--- config.mk ---
export PLATFORM = sky130hd
export DESIGN_NAME = riscv_lsu
export DESIGN_NICKNAME = d
export VERILOG_FILES = /design/src/rtl/riscv_lsu_pkg.sv /design/src/rtl/riscv_lsu_align.sv /design/src/rtl/riscv_lsu.sv
export SDC_FILE = /design/constraint.sdc
export NUM_CORES = 1
export LEC_CHECK = 0
export ABC_AREA = 1
export BUFFER_PORTS_ARGS = -buffer_cell sky130_fd_sc_hd__buf_4
export CAP_MARGIN = 20
export CORE_MARGIN = 2
export CORE_UTILIZATION = 50
export CTS_CLUSTER_SIZE = 30
export DETAILED_ROUTE_END_ITERATION = 8
export PLACE_DENSITY = 0.78
export SLEW_MARGIN = 10
export SYNTH_ARGS = -nofsm -noshare
export SYNTH_HDL_FRONTEND = slang
export SYNTH_SLANG_ARGS = --single-unit
--- constraint.sdc ---
create_clock -name iclk -period 14.94 [get_ports iclk]
set_clock_uncertainty 0.1 [all_clocks]
set_input_delay 4.482 -clock iclk [delete_from_list [all_inputs] [get_ports iclk]]
set_output_delay 4.482 -clock iclk [all_outputs]
set_load 0.1 [all_outputs]
--- src/rtl/riscv_lsu_pkg.sv ---
// riscv_lsu_pkg: shared FSM states, funct3 size codes and endianness constants for the load/store unit
`ifndef RISCV_BIG_ENDIAN
`define RISCV_BIG_ENDIAN 1
`endif
`ifndef RISCV_LITTLE_ENDIAN
`define RISCV_LITTLE_ENDIAN 0
`endif
package riscv_lsu_pkg;
  localparam int LSU_LITTLE_ENDIAN = `RISCV_LITTLE_ENDIAN;
  localparam int LSU_BIG_ENDIAN    = `RISCV_BIG_ENDIAN;
  localparam logic [1:0] SZ_D   = 2'b11;
  localparam logic [2:0] F3_D   = 3'b011;
  localparam logic [2:0] F3_WU  = 3'b110;
  localparam logic [2:0] F3_BAD = 3'b111;
  localparam logic [1:0] ST_IDLE = 2'd0;
  localparam logic [1:0] ST_REQ  = 2'd1;
  localparam logic [1:0] ST_RSP  = 2'd2;
  localparam logic [1:0] ST_DONE = 2'd3;
  typedef enum logic [1:0] {
    S_IDLE = ST_IDLE,
    S_REQ  = ST_REQ,
    S_RSP  = ST_RSP,
    S_DONE = ST_DONE
  } lsu_state_e;
endpackage

--- src/rtl/riscv_lsu_align.sv ---
// riscv_lsu_align: combinational size check, lane steering, byte enables and load extension
// Ports: i_we/i_funct3/i_lane describe the access, i_wr_data is right-aligned store data,
// i_rd_data is the raw bus word; o_unsup/o_misaligned flag illegal accesses,
// o_wr_be/o_wr_data are the steered store, o_rd_ext is the extended load result.
module riscv_lsu_align
  import riscv_lsu_pkg::*;
#(
  parameter int MP_DATA_WIDTH = 32,
  parameter int MP_ENDIANESS  = LSU_BIG_ENDIAN,
  localparam int BE = MP_DATA_WIDTH / 8,
  localparam int LW = $clog2(BE)
) (
  input  logic                     i_we,
  input  logic [2:0]               i_funct3,
  input  logic [LW-1:0]            i_lane,
  input  logic [MP_DATA_WIDTH-1:0] i_wr_data,
  input  logic [MP_DATA_WIDTH-1:0] i_rd_data,
  output logic                     o_unsup,
  output logic                     o_misaligned,
  output logic [BE-1:0]            o_wr_be,
  output logic [MP_DATA_WIDTH-1:0] o_wr_data,
  output logic [MP_DATA_WIDTH-1:0] o_rd_ext
);
  localparam bit WIDE = (MP_DATA_WIDTH == 64);
  logic [3:0]               w_bytes;
  logic [15:0]              w_bm;
  logic [7:0]               w_off;
  logic [MP_DATA_WIDTH-1:0] w_fmask, w_msb, w_field;
  logic                     w_sign;
  assign w_bytes = 4'd1 << i_funct3[1:0];
  assign w_bm    = (16'd1 << w_bytes) - 16'd1;
  // The access is one contiguous bit field; big endian counts it down from the top of the bus.
  assign w_off   = (MP_ENDIANESS == LSU_BIG_ENDIAN) ? 8'((BE - int'(i_lane) - int'(w_bytes)) * 8)
                                                    : 8'(int'(i_lane) * 8);
  assign w_fmask = ~({MP_DATA_WIDTH{1'b1}} << (8 * w_bytes));
  assign w_msb   = w_fmask ^ (w_fmask >> 1);
  assign w_field = (i_rd_data >> w_off) & w_fmask;
  assign w_sign  = ~i_funct3[2] & |(w_field & w_msb);
  assign o_unsup = i_we ? (i_funct3[2] | (i_funct3[1:0] == SZ_D && !WIDE))
                        : (i_funct3 == F3_BAD || ((i_funct3 == F3_D || i_funct3 == F3_WU) && !WIDE));
  assign o_misaligned = ~o_unsup & |(i_lane & LW'(w_bytes - 4'd1));
  // Enables follow address lanes, independent of where the lanes sit on the bus.
  assign o_wr_be   = i_we ? (BE'(w_bm) << i_lane) : '0;
  assign o_wr_data = (i_wr_data & w_fmask) << w_off;
  assign o_rd_ext  = w_field | (w_sign ? ~w_fmask : '0);
endmodule

--- src/rtl/riscv_lsu.sv ---
// riscv_lsu: MEM-stage load/store unit with request/grant/response memory port and timeout
// Ports: iclk/irst clock and sync reset; ireq_* and iaddr/iwr_data/ifunct3 from the MEM stage;
// ostall to the hazard unit; ord_* completion results; odmem_*/idmem_* memory handshake.
module riscv_lsu
  import riscv_lsu_pkg::*;
#(
  parameter int MP_DATA_WIDTH     = 32,
  parameter int MP_ADDR_WIDTH     = 32,
  parameter int MP_ENDIANESS      = `RISCV_BIG_ENDIAN,
  parameter int MP_TIMEOUT_CYCLES = 255,
  localparam int BE = MP_DATA_WIDTH / 8
) (
  input  logic                     iclk,
  input  logic                     irst,
  input  logic                     ireq_valid,
  input  logic                     ireq_we,
  input  logic [2:0]               ifunct3,
  input  logic [MP_ADDR_WIDTH-1:0] iaddr,
  input  logic [MP_DATA_WIDTH-1:0] iwr_data,
  output logic                     ostall,
  output logic                     ord_valid,
  output logic [MP_DATA_WIDTH-1:0] ord_data,
  output logic                     omisaligned,
  output logic                     oerr,
  output logic                     odmem_req,
  output logic [MP_ADDR_WIDTH-1:0] odmem_addr,
  output logic                     odmem_wr_en,
  output logic [BE-1:0]            odmem_wr_be,
  output logic [MP_DATA_WIDTH-1:0] odmem_wr_data,
  input  logic                     idmem_gnt,
  input  logic                     idmem_rsp_valid,
  input  logic [MP_DATA_WIDTH-1:0] idmem_rd_data,
  input  logic                     idmem_err
);
  localparam int LW = $clog2(BE);
  localparam int CW = $clog2(MP_TIMEOUT_CYCLES + 1);
  lsu_state_e               r_state;
  logic [CW-1:0]            r_cnt;
  logic                     r_we, r_mis, r_err;
  logic [2:0]               r_f3;
  logic [MP_ADDR_WIDTH-1:0] r_addr;
  logic [MP_DATA_WIDTH-1:0] r_wdata, r_data;
  logic                     w_idle, w_we, w_unsup, w_mis, w_tmo;
  logic [2:0]               w_f3;
  logic [LW-1:0]            w_lane;
  logic [MP_DATA_WIDTH-1:0] w_wdata, w_st_data, w_rd_ext;
  logic [BE-1:0]            w_be;
  // Checks run on the live request in IDLE, steering on the latched copy afterwards.
  assign w_idle  = r_state == S_IDLE;
  assign w_we    = w_idle ? ireq_we : r_we;
  assign w_f3    = w_idle ? ifunct3 : r_f3;
  assign w_lane  = w_idle ? iaddr[LW-1:0] : r_addr[LW-1:0];
  assign w_wdata = w_idle ? iwr_data : r_wdata;
  assign w_tmo   = r_cnt >= CW'(MP_TIMEOUT_CYCLES - 1);
  riscv_lsu_align #(
    .MP_DATA_WIDTH(MP_DATA_WIDTH),
    .MP_ENDIANESS (MP_ENDIANESS)
  ) u_align (
    .i_we        (w_we),
    .i_funct3    (w_f3),
    .i_lane      (w_lane),
    .i_wr_data   (w_wdata),
    .i_rd_data   (idmem_rd_data),
    .o_unsup     (w_unsup),
    .o_misaligned(w_mis),
    .o_wr_be     (w_be),
    .o_wr_data   (w_st_data),
    .o_rd_ext    (w_rd_ext)
  );
  always_ff @(posedge iclk) begin
    if (irst) begin
      r_state <= S_IDLE;
      r_cnt   <= '0;
      r_we    <= 1'b0;
      r_f3    <= '0;
      r_addr  <= '0;
      r_wdata <= '0;
      r_data  <= '0;
      r_mis   <= 1'b0;
      r_err   <= 1'b0;
    end else begin
      case (r_state)
        S_IDLE: begin
          r_cnt <= '0;
          if (ireq_valid) begin
            r_we    <= ireq_we;
            r_f3    <= ifunct3;
            r_addr  <= iaddr;
            r_wdata <= iwr_data;
            r_data  <= '0;
            r_mis   <= w_mis;
            r_err   <= w_unsup;
            r_state <= (w_mis || w_unsup) ? S_DONE : S_REQ;
          end
        end
        S_REQ: begin
          r_cnt <= r_cnt + 1'b1;
          if (w_tmo) begin
            r_err   <= 1'b1;
            r_state <= S_DONE;
          end else if (idmem_gnt) begin
            r_state <= S_RSP;
          end
        end
        S_RSP: begin
          r_cnt <= r_cnt + 1'b1;
          // A response in the final allowed cycle still wins over the timeout.
          if (idmem_rsp_valid) begin
            r_err   <= idmem_err;
            r_data  <= (r_we || idmem_err) ? '0 : w_rd_ext;
            r_state <= S_DONE;
          end else if (w_tmo) begin
            r_err   <= 1'b1;
            r_state <= S_DONE;
          end
        end
        S_DONE: r_state <= S_IDLE;
        default: r_state <= S_IDLE;
      endcase
    end
  end
  assign ostall        = ireq_valid && r_state != S_DONE;
  assign ord_valid     = r_state == S_DONE;
  assign ord_data      = ord_valid ? r_data : '0;
  assign omisaligned   = ord_valid & r_mis;
  assign oerr          = ord_valid & r_err;
  assign odmem_req     = r_state == S_REQ;
  assign odmem_addr    = odmem_req ? {r_addr[MP_ADDR_WIDTH-1:LW], {LW{1'b0}}} : '0;
  assign odmem_wr_en   = odmem_req & r_we;
  assign odmem_wr_be   = odmem_wr_en ? w_be : '0;
  assign odmem_wr_data = odmem_wr_en ? w_st_data : '0;
endmodule

==> summary.txt <==
Route
  • Antenna-violating nets left: 0
  • First drt pass iteration count: 7
  • Wire length per cell: ~14 um
  • Via/cell ratio: approximately 5.2
  • Detailed Route Iter0 Violations: 832
  • Drt drc: 0
  • Via Count: ~7,700
  • WL final: between 20 and 25 mm

Finish
  • Post-Layout Cell Count: between 1,000 and 1,500
  • Most frequent cells in the layout: 299 x nand2_1, 215 x buf_4, 178 x nor2_1, 114 x inv_1
  • Commonest non-fill, non-tap cell in the layout: nand2_1
  • Area delta synth->final: 25.8%
  • Layout cell share with drive strength beyond 1: about a fifth
  • Fillers: 1,352
  • Ant. Diodes: 0
  • Final net count: around 1,400

Min path
  • Worst Hold End: r_wdata[15]$_SDFFE_PP0P_
  • Worst Hold Depth: 2
  • Min-delay src: r_wdata[15]$_SDFFE_PP0P_
  • Worst Hold Class: register to register

Pwr
  • Pleak: between 4 and 5 nW
  • Cell Pwr Density: approximately 240 nW/um^2
  • VDD IR max: just over 0.2 mV

Clock tree
  • Clock transition at path regs: 80 ps
  • Setup bufs post-CTS: 0
  • Root buf cell: clkbuf_16
  • CTS max path bufs: 2
  • Clock H-tree levels: 3
  • CTS buffer count: 9
  • Hold-fix buffers at CTS: 0
  • CTS Sinks: 112
  • CTS tree: done
  • Clock Latency Late Sink: between 300 and 400 ps
  • Cts repair resizes: 0

Synthesis
  • Post-Synthesis Cells: between 1,000 and 1,500
  • Synth Cell Area: roughly 6900 sq um
  • Ys flop type: dfxtp_1
  • Post-synthesis sequential area ratio: roughly 32%
  • Post-synth top area share: 32.3%
  • Synth area leader: dfxtp_1
  • Avg Inst Size Synth: 6.13 sq um
  • FF+latch count, synth: 112
  • EDFF count, synth: 0
  • Yosys Warn Count: 0
  • Distinct cells, synth: between 40 and 50
  • Ys async rst share: 0%
  • Largest cells by area after synthesis: dfxtp_1 32%, nand2_1 16%, nor2_1 9.6%

Die
  • Die Height: ~120 um
  • Row Count: 43
  • Starting Density: 50.6%
  • I/O pin count: around 210
  • Die Area: 14,800 sq um
  • Core area: 13,700 sq um
  • Die X-Extent: 122 um

Worst setup path
  • Most common cell on crit path: buf_4
  • CP bufs+invs: 3
  • Worst-path fanout max: 30
  • Worst reg-to-reg path cell count: 16
  • Critical Path Max Stage Delay: 1060 ps
  • Largest delay share family, worst path: adder cells
  • Worst R2R Setup Slack: about 9100 ps
  • WS Path Type: primary input to output pin
  • Endpoint type of the worst setup path: output pin
  • Reg-to-reg startpoint: r_state[1]$_SDFFE_PP0P_
  • CP Cell Sequence: buf_4, nand2_1, o21ai_2, nor2_2, ha_1, fa_1, inv_1, o21ai_0, a21oi_1, buf_4
  • Critical Path RT: roughly 10,000 ps
  • Critical path's slowest cell: fa_1
  • Arrival time at the worst endpoint: between 7000 and 8000 ps
  • Worst setup SP type: primary input
  • RR Endpoint: r_data[25]$_SDFFE_PP0P_

Global routing
  • Initial antenna violation count: 0
  • Total grt overflow: 0
  • Vias in the first global route: 6,915
  • First-pass GRT wire length: around 34 mm
  • GRT Overall Usage: between 20% and 30%
  • Largest net degree at the start of global routing: 83

Timing
  • Fin crit period: approximately 13,000 ps
  • Slew Limit Fails: 0
  • FMAX: between 70 and 80 MHz
  • Final hold violation count: 0
  • Fin Setup TNS: 0 ps
  • Setup Viol. Count Final: 0
  • Period utilisation layout: around 84%
  • Final setup margin: about 2400 ps
  • Slew Limit Headroom: 32.5%
  • Unrepaired setup endpoints after global routing: false
  • Worst-Margin Slew: between 1000 and 1500 ps

Flow run
  • Max Cap Viol: 0

Placement
  • Hpwl dp: between 15 and 20 mm
  • # placed instances: 1,452
  • Number of port buffers: 209
  • Gpl congestion: between 0.9 and 1
  • Pre-CTS WS: roughly 2500 ps

Outcome
  • Status: finished clean
## cell families after synthesis
kind of cell	count (synthesis)	synth area share, %
simple gates	553	32.1
buf+inv	199	12.1
compound gates	247	20.0
other cells	1	0.0541
fa+ha+maj	13	2.45
flops	112	32.3
mux	7	1.01
## how the worst max path moves through the flow
stage | to | slack [ps] | startpoint | depth (start not counted)
floorplan | odmem_wr_data[22] | 1490 | ifunct3[1] | 18
detailed placement | odmem_wr_data[22] | 2530 | ifunct3[1] | 9
global route | odmem_wr_data[25] | 2120 | ifunct3[1] | 10
global placement | odmem_wr_data[22] | 2590 | ifunct3[1] | 9
finish | odmem_wr_data[27] | 2420 | ifunct3[1] | 10
CTS | odmem_wr_data[27] | 2500 | ifunct3[1] | 10
## routing by layer
layer	vias up	GRT usage [%]	share of wire [%]
met2	292	47.1	48
met1	3431	35.7	41
met4	0	14.4	4.1
met3	52	5.48	7.0
met5	-	0	0
li1	3893	-	-
## final cells by class
class	count	area, sq um	share of cell area (%)
multi-input cells	822	3860	44.3
inverters	123	464	5.32
clock buffers	10	239	2.74
flip-flops and latches	112	2240	25.7
clock inverters	6	73.8	0.846
repair buffers	215	1610	18.5
well taps	180	225	2.58
## registers in the layout, summed over array words and instances, names as in the netlist
| signal | flops |
|---|---|
| r_state | 2 |
| r_mis | 1 |
| r_we | 1 |
| r_err | 1 |
| r_data | 32 |
| r_addr | 32 |
| r_wdata | 32 |
| r_cnt | 8 |
| r_f3 | 3 |
## per-stage QoR
stage	hold WS [ps]	power (mW)	instance area [sq um]	utilization, %
2_1_floorplan	334	1.61	6940	-
4_1_cts	367	2.09	8720	63.6
5_1_grt	387	2.30	8720	63.6
3_3_place_gp	348	1.82	8410	61.3
3_5_place_dp	355	1.83	8410	61.3
6_report	365	2.12	8720	63.6
## power breakdown
| group | switching (mW) | internal (mW) |
|---|---|---|
| Clock | 0.118 | 0.137 |
| Sequential | 0.0298 | 0.358 |
| Combinational | 1.11 | 0.367 |
| Total | 1.25 | 0.862 |
## worst min-delay path: stages (launching register included)
cell      delay [ps]
dfxtp_1          310
inv_1             50
a211oi_1          60
## synth_stat cells (all sizes together), types with 7 or more instances
library cell    n
nor2          182
o21ai         123
buf            29
dfxtp         112
mux2i           7
nand2         306
ha             12
o211ai         14
nand3          50
inv           122
a21oi          81
clkbuf         47
a211oi         15
nor3            7
(Power assumes the default switching activity.)
